[src/rtl/jellyvl_etherneco_ring_scheduler.sv]
// EtherNeco ring master transmit scheduler: periodic synctimer packets plus user packets,
// with a single packet outstanding until its response or a timeout.
module jellyvl_etherneco_ring_scheduler #(
  parameter int unsigned TIMER_WIDTH   = 64,
  parameter int unsigned PERIOD_WIDTH  = 32,
  parameter int unsigned TIMEOUT_WIDTH = 24,
  parameter logic [7:0]  SYNC_TYPE     = 8'h10,
  parameter logic [15:0] SYNC_LENGTH   = 16'd16,
  parameter int unsigned COUNT_WIDTH   = 16
) (
  input  logic                     clk,
  input  logic                     rst,
  input  logic                     enable,
  input  logic [TIMER_WIDTH-1:0]   current_time,
  input  logic [PERIOD_WIDTH-1:0]  param_period,
  input  logic [TIMEOUT_WIDTH-1:0] param_timeout,
  input  logic                     usr_req,
  input  logic [7:0]               usr_type,
  input  logic [15:0]              usr_length,
  output logic                     usr_grant,
  output logic                     m_tx_start,
  output logic [7:0]               m_tx_type,
  output logic [15:0]              m_tx_length,
  input  logic                     m_tx_ready,
  input  logic                     res_rx_end,
  input  logic                     res_rx_error,
  output logic                     busy,
  output logic [COUNT_WIDTH-1:0]   sync_miss_cnt,
  output logic [COUNT_WIDTH-1:0]   timeout_cnt,
  output logic [COUNT_WIDTH-1:0]   error_cnt
);

  typedef enum logic [1:0] {
    ST_IDLE     = 2'd0,
    ST_ISSUE    = 2'd1,
    ST_WAIT_RES = 2'd2
  } state_t;

  state_t                   state_r;
  logic [TIMER_WIDTH-1:0]   next_time_r;
  logic                     armed_r;
  logic                     is_user_r;
  logic [TIMEOUT_WIDTH-1:0] wait_r;

  logic [TIMER_WIDTH-1:0]        period_ext_s;
  logic [TIMER_WIDTH-1:0]        next_adv_s;
  logic [TIMER_WIDTH-1:0]        rearm_time_s;
  logic signed [TIMER_WIDTH-1:0] due_diff_s;
  logic signed [TIMER_WIDTH-1:0] adv_diff_s;
  logic                          period_on_s;
  logic                          due_s;
  logic                          adv_late_s;
  logic                          timeout_hit_s;

  function automatic logic [COUNT_WIDTH-1:0] sat_inc(input logic [COUNT_WIDTH-1:0] v);
    if (v == {COUNT_WIDTH{1'b1}}) begin
      return v;
    end else begin
      return v + COUNT_WIDTH'(1);
    end
  endfunction

  // Deadline comparisons are done by modular subtraction so they stay correct across timer wrap.
  assign period_ext_s  = TIMER_WIDTH'(param_period);
  assign period_on_s   = (param_period != PERIOD_WIDTH'(0));
  assign next_adv_s    = next_time_r + period_ext_s;
  assign rearm_time_s  = current_time + period_ext_s;
  assign due_diff_s    = $signed(current_time - next_time_r);
  assign adv_diff_s    = $signed(current_time - next_adv_s);
  assign due_s         = armed_r && period_on_s && (due_diff_s >= $signed({TIMER_WIDTH{1'b0}}));
  assign adv_late_s    = (adv_diff_s >= $signed({TIMER_WIDTH{1'b0}}));
  assign timeout_hit_s = (param_timeout != TIMEOUT_WIDTH'(0))
                      && (wait_r == (param_timeout - TIMEOUT_WIDTH'(1)));

  // Deadline tracking, packet FSM and status counters.
  always_ff @(posedge clk) begin
    if (rst) begin
      state_r       <= ST_IDLE;
      next_time_r   <= {TIMER_WIDTH{1'b0}};
      armed_r       <= 1'b0;
      is_user_r     <= 1'b0;
      wait_r        <= {TIMEOUT_WIDTH{1'b0}};
      usr_grant     <= 1'b0;
      m_tx_start    <= 1'b0;
      m_tx_type     <= 8'h00;
      m_tx_length   <= 16'h0000;
      busy          <= 1'b0;
      sync_miss_cnt <= {COUNT_WIDTH{1'b0}};
      timeout_cnt   <= {COUNT_WIDTH{1'b0}};
      error_cnt     <= {COUNT_WIDTH{1'b0}};
    end else begin
      usr_grant <= 1'b0;

      if (!enable || !period_on_s) begin
        armed_r <= 1'b0;
      end else if (!armed_r) begin
        next_time_r <= rearm_time_s;
        armed_r     <= 1'b1;
      end

      case (state_r)
        ST_IDLE: begin
          if (enable && due_s) begin
            state_r     <= ST_ISSUE;
            busy        <= 1'b1;
            m_tx_start  <= 1'b1;
            m_tx_type   <= SYNC_TYPE;
            m_tx_length <= SYNC_LENGTH;
            is_user_r   <= 1'b0;
            // Advance drift free; if still behind by a full period, skip ahead from now.
            if (adv_late_s) begin
              next_time_r   <= rearm_time_s;
              sync_miss_cnt <= sat_inc(sync_miss_cnt);
            end else begin
              next_time_r   <= next_adv_s;
            end
          end else if (enable && usr_req) begin
            state_r     <= ST_ISSUE;
            busy        <= 1'b1;
            m_tx_start  <= 1'b1;
            m_tx_type   <= usr_type;
            m_tx_length <= usr_length;
            is_user_r   <= 1'b1;
          end
        end
        ST_ISSUE: begin
          if (m_tx_start && m_tx_ready) begin
            state_r    <= ST_WAIT_RES;
            m_tx_start <= 1'b0;
            usr_grant  <= is_user_r;
            wait_r     <= {TIMEOUT_WIDTH{1'b0}};
          end
        end
        ST_WAIT_RES: begin
          // A response arriving together with the timeout wins.
          if (res_rx_end) begin
            state_r <= ST_IDLE;
            busy    <= 1'b0;
            if (res_rx_error) begin
              error_cnt <= sat_inc(error_cnt);
            end
          end else if (timeout_hit_s) begin
            state_r     <= ST_IDLE;
            busy        <= 1'b0;
            timeout_cnt <= sat_inc(timeout_cnt);
          end else begin
            wait_r <= wait_r + TIMEOUT_WIDTH'(1);
          end
        end
        default: begin
          state_r    <= ST_IDLE;
          busy       <= 1'b0;
          m_tx_start <= 1'b0;
        end
      endcase
    end
  end

endmodule

[config.mk]
export PLATFORM = sky130hd
export DESIGN_NAME = jellyvl_etherneco_ring_scheduler
export DESIGN_NICKNAME = d
export VERILOG_FILES = /design/src/rtl/jellyvl_etherneco_ring_scheduler.sv
export SDC_FILE = /design/constraint.sdc
export NUM_CORES = 1
export LEC_CHECK = 0
export CORE_MARGIN = 2
export CORE_UTILIZATION = 57
export DETAILED_ROUTE_END_ITERATION = 6
export PLACE_DENSITY = 0.83
export SKIP_CTS_REPAIR_TIMING = 1
export SLEW_MARGIN = 20
export SYNTH_ARGS = -nofsm -noshare
export SYNTH_HDL_FRONTEND = slang
export SYNTH_SLANG_ARGS = --single-unit
[constraint.sdc]
create_clock -name clk -period 7 [get_ports clk]
set_input_delay 1.05 -clock clk [delete_from_list [all_inputs] [get_ports clk]]
set_output_delay 1.05 -clock clk [all_outputs]
set_load 0.05 [all_outputs]
==> results.py <==
metrics = {
    "hold_path": {
        "hp-class": "flop to flop",
    },
    "logic_synthesis": {
        "synth_fp_nets": 2451,
        "ys_seq_elements": 167,
        "synth_commonest_cells": "196 x ha_1, 183 x nor2_1, 167 x dfxtp_1",
        "syn_area_per_cell_um2": 7.75,
        "synth_top_area_share_pct": 20.5,
        "synth_area_leader_cell": "dfxtp_1",
        "synth_edf_count": 0,
        "async_flop_share_pct": 0,
        "synth_most_common_cell": "ha_1",
        "synthTopCellsByArea": "dfxtp_1 21%, ha_1 15%, xnor2_1 7.1%",
        "synth_area_um2": 16300,
        "netlist_instances": 2102,
        "synth.distinct_cells": 88,
        "synth-main-ff-cell": "dfxtp_1",
        "synth_warnings": 0,
        "ys_seq_area_share_pct": 20.5,
    },
    "clock_tree": {
        "root_buffer": "clkbuf_16",
        "cts.sinks": 167,
        "clkTransAtPathRegs_ps": 80,
        "h-tree-depth": 4,
        "cts_tree": "done",
        "cts.path.max_buffers": 2,
        "cts_made_buffers": 17,
        "clock_latency_ps": 440,
    },
    "status": {
        "status": "finished, violations left",
        "violations": "design-rule violations",
    },
    "sta": {
        "worst_pin_slew_ps": 1220,
        "whs_ps": 483,
        "finalHoldViolations": 0,
        "fin_crit_sh_pct": 97.9,
        "period_minus_slack_ps": 6850,
        "slew_headroom_pct": 18.1,
        "fmax_mhz": 146,
        "finalClockSkew_ps": 11.8,
        "setup_viol": 0,
        "slew_viol_final": 0,
        "setup_ws_ps": 147,
    },
    "worst_setup_path": {
        "arrival_ps": 7180,
        "crit_type": "input port to flop",
        "cp_common_cell": "buf_4",
        "crit_path_start_kind": "input port",
        "cp_slowest_cell": "or4_4",
        "cpPeakStageDelay_ps": 490,
        "worst-path-max-fanout": 5,
        "cp-end-kind": "flop",
        "cp.required_ps": 7330,
    },
    "detailed_routing": {
        "drcViolationCount": 1,
        "via_per_inst": 6.43,
        "drt_pass1_iterations": 7,
        "routed_wl_mm": 58.0,
        "vias": 18100,
        "ant_nets": 0,
        "drtIter0Drc": 1714,
        "routedWlPerCell_um": 20.7,
    },
    "final_layout": {
        "nFillCells": 2200,
        "final_net_count": 2763,
        "area_growth_pct": 27.9,
        "final_util_pct": 74.6,
        "drive_gt1_share_pct": 11.3,
    },
    "global_routing": {
        "grt_pass1_vias": 17100,
        "grt_pass1_wl_mm": 91.2,
        "grtUsageTotal_pct": 37.1,
        "gr-total-overflow": 0,
        "grt_max_degree": 53,
        "antenna_found_initial": 1,
    },
    "job": {
        "cap_violations": 0,
    },
    "floorplan": {
        "die_area_um2": 30000,
        "fp.dieH_um": 173,
        "ios": 226,
        "die_w_um": 173,
        "core_region_area_um2": 27900,
        "start_util_pct": 58.3,
        "rows": 61,
    },
    "place": {
        "port_buffers": 225,
        "place_ws_ps": -589,
        "gp_congestion": 1.03,
        "hpwlAfterDp_mm": 45.2,
    },
    "power": {
        "p_per_area_nw_per_um2": 177,
        "leakagePower_nw": 8.28,
        "ir_drop_mv": 0.144,
    },
}
## layer usage
metal / global-route usage [%] / vias to the layer above / part of all wire (%)
met4: 15.6 / 0 / 3.9
met1: 49.0 / 8485 / 42
met5: 0 / - / 0
met2: 59.5 / 981 / 45
li1: - / 8429 / -
met3: 6.90 / 156 / 9.8
## logic make-up (layout without fill, tap and decap cells)
logic type / Yosys count / in the layout / synth area share, %
fa+ha+maj: 198 / 198 / 15.3
other cells: 0 / 1 / 0
buf+inv: 197 / 522 / 4.71
mux: 27 / 27 / 1.79
simple gates: 764 / 764 / 24.2
compound gates: 554 / 554 / 23.0
flops: 167 / 167 / 20.5
xor+xnor: 195 / 195 / 10.5
## cell usage in the layout, fill, tap and decap left out, types with 92 or more instances in the layout
| cell | instances |
|---|---|
| a21oi_1 | 154 |
| buf_4 | 151 |
| clkdlybuf4s50_1 | 219 |
| dfxtp_1 | 167 |
| ha_1 | 192 |
| inv_1 | 106 |
| nand2_1 | 162 |
| nor2_1 | 181 |
| o21ai_0 | 92 |
| xnor2_1 | 130 |
## per-stage QoR
step | TNS, ps | instances | instance area, µm² | power, mW
floorplan | 0 | 2102 | 16300 | 2.00
global placement | -24540 | 2763 | 19800 | 2.54
detailed placement | -35900 | 2763 | 19800 | 2.59
CTS | -1990 | 2795 | 20500 | 3.59
global route | -1060 | 2806 | 20800 | 3.87
finish | 0 | 2806 | 20800 | 3.69
## power by group
| part | leakage (nW) | internal [mW] | switching [mW] |
|---|---|---|---|
| Clock | 0.304 | 0.521 | 0.493 |
| Sequential | 1.36 | 1.00 | 0.0556 |
| Combinational | 6.61 | 0.701 | 0.917 |
| Total | 8.28 | 2.23 | 1.47 |
## final timing paths
path	slack, ps	from	endpoint	depth (start not counted)
worst max-delay path	150	param_period[8]	sync_miss_cnt[7]	26
worst min-delay path	480	m_tx_length[1]	m_tx_length[1]	1
worst max register to register	670	next_time_r[0]	sync_miss_cnt[7]	26
worst min register to register	480	m_tx_length[1]	m_tx_length[1]	1
## final cells by class
class / count / area, µm² / area share (%)
Timing Repair Buffer: 383 / 3540 / 17.0
Tap cell: 378 / 473 / 2.27
Multi-Input combinational cell: 1738 / 12500 / 59.8
Clock inverter: 15 / 200 / 0.960
Sequential cell: 167 / 3340 / 16.0
Clock buffer: 17 / 425 / 2.04
Antenna cell: 1 / 2.50 / 0.0120
Inverter: 107 / 402 / 1.93
## state kept, by name, summed over array words and instances (netlist names)
name / flops
armed_r: 1
busy: 1
m_tx_type: 8
error_cnt: 16
sync_miss_cnt: 16
state_r: 2
m_tx_start: 1
usr_grant: 1
timeout_cnt: 16
next_time_r: 64
wait_r: 24
m_tx_length: 16
is_user_r: 1
## critical path: cells and delay by family
kind	cells	cell delay [ps]
AO/OA/AOI/OAI	10	2300
AND/OR/NAND/NOR	6	1360
buffers and inverters	6	1330
adder cells (fa/ha/maj)	2	700
multiplexers	1	270
XOR/XNOR	1	160
No activity file was read; power rests on OpenSTA's default activity.
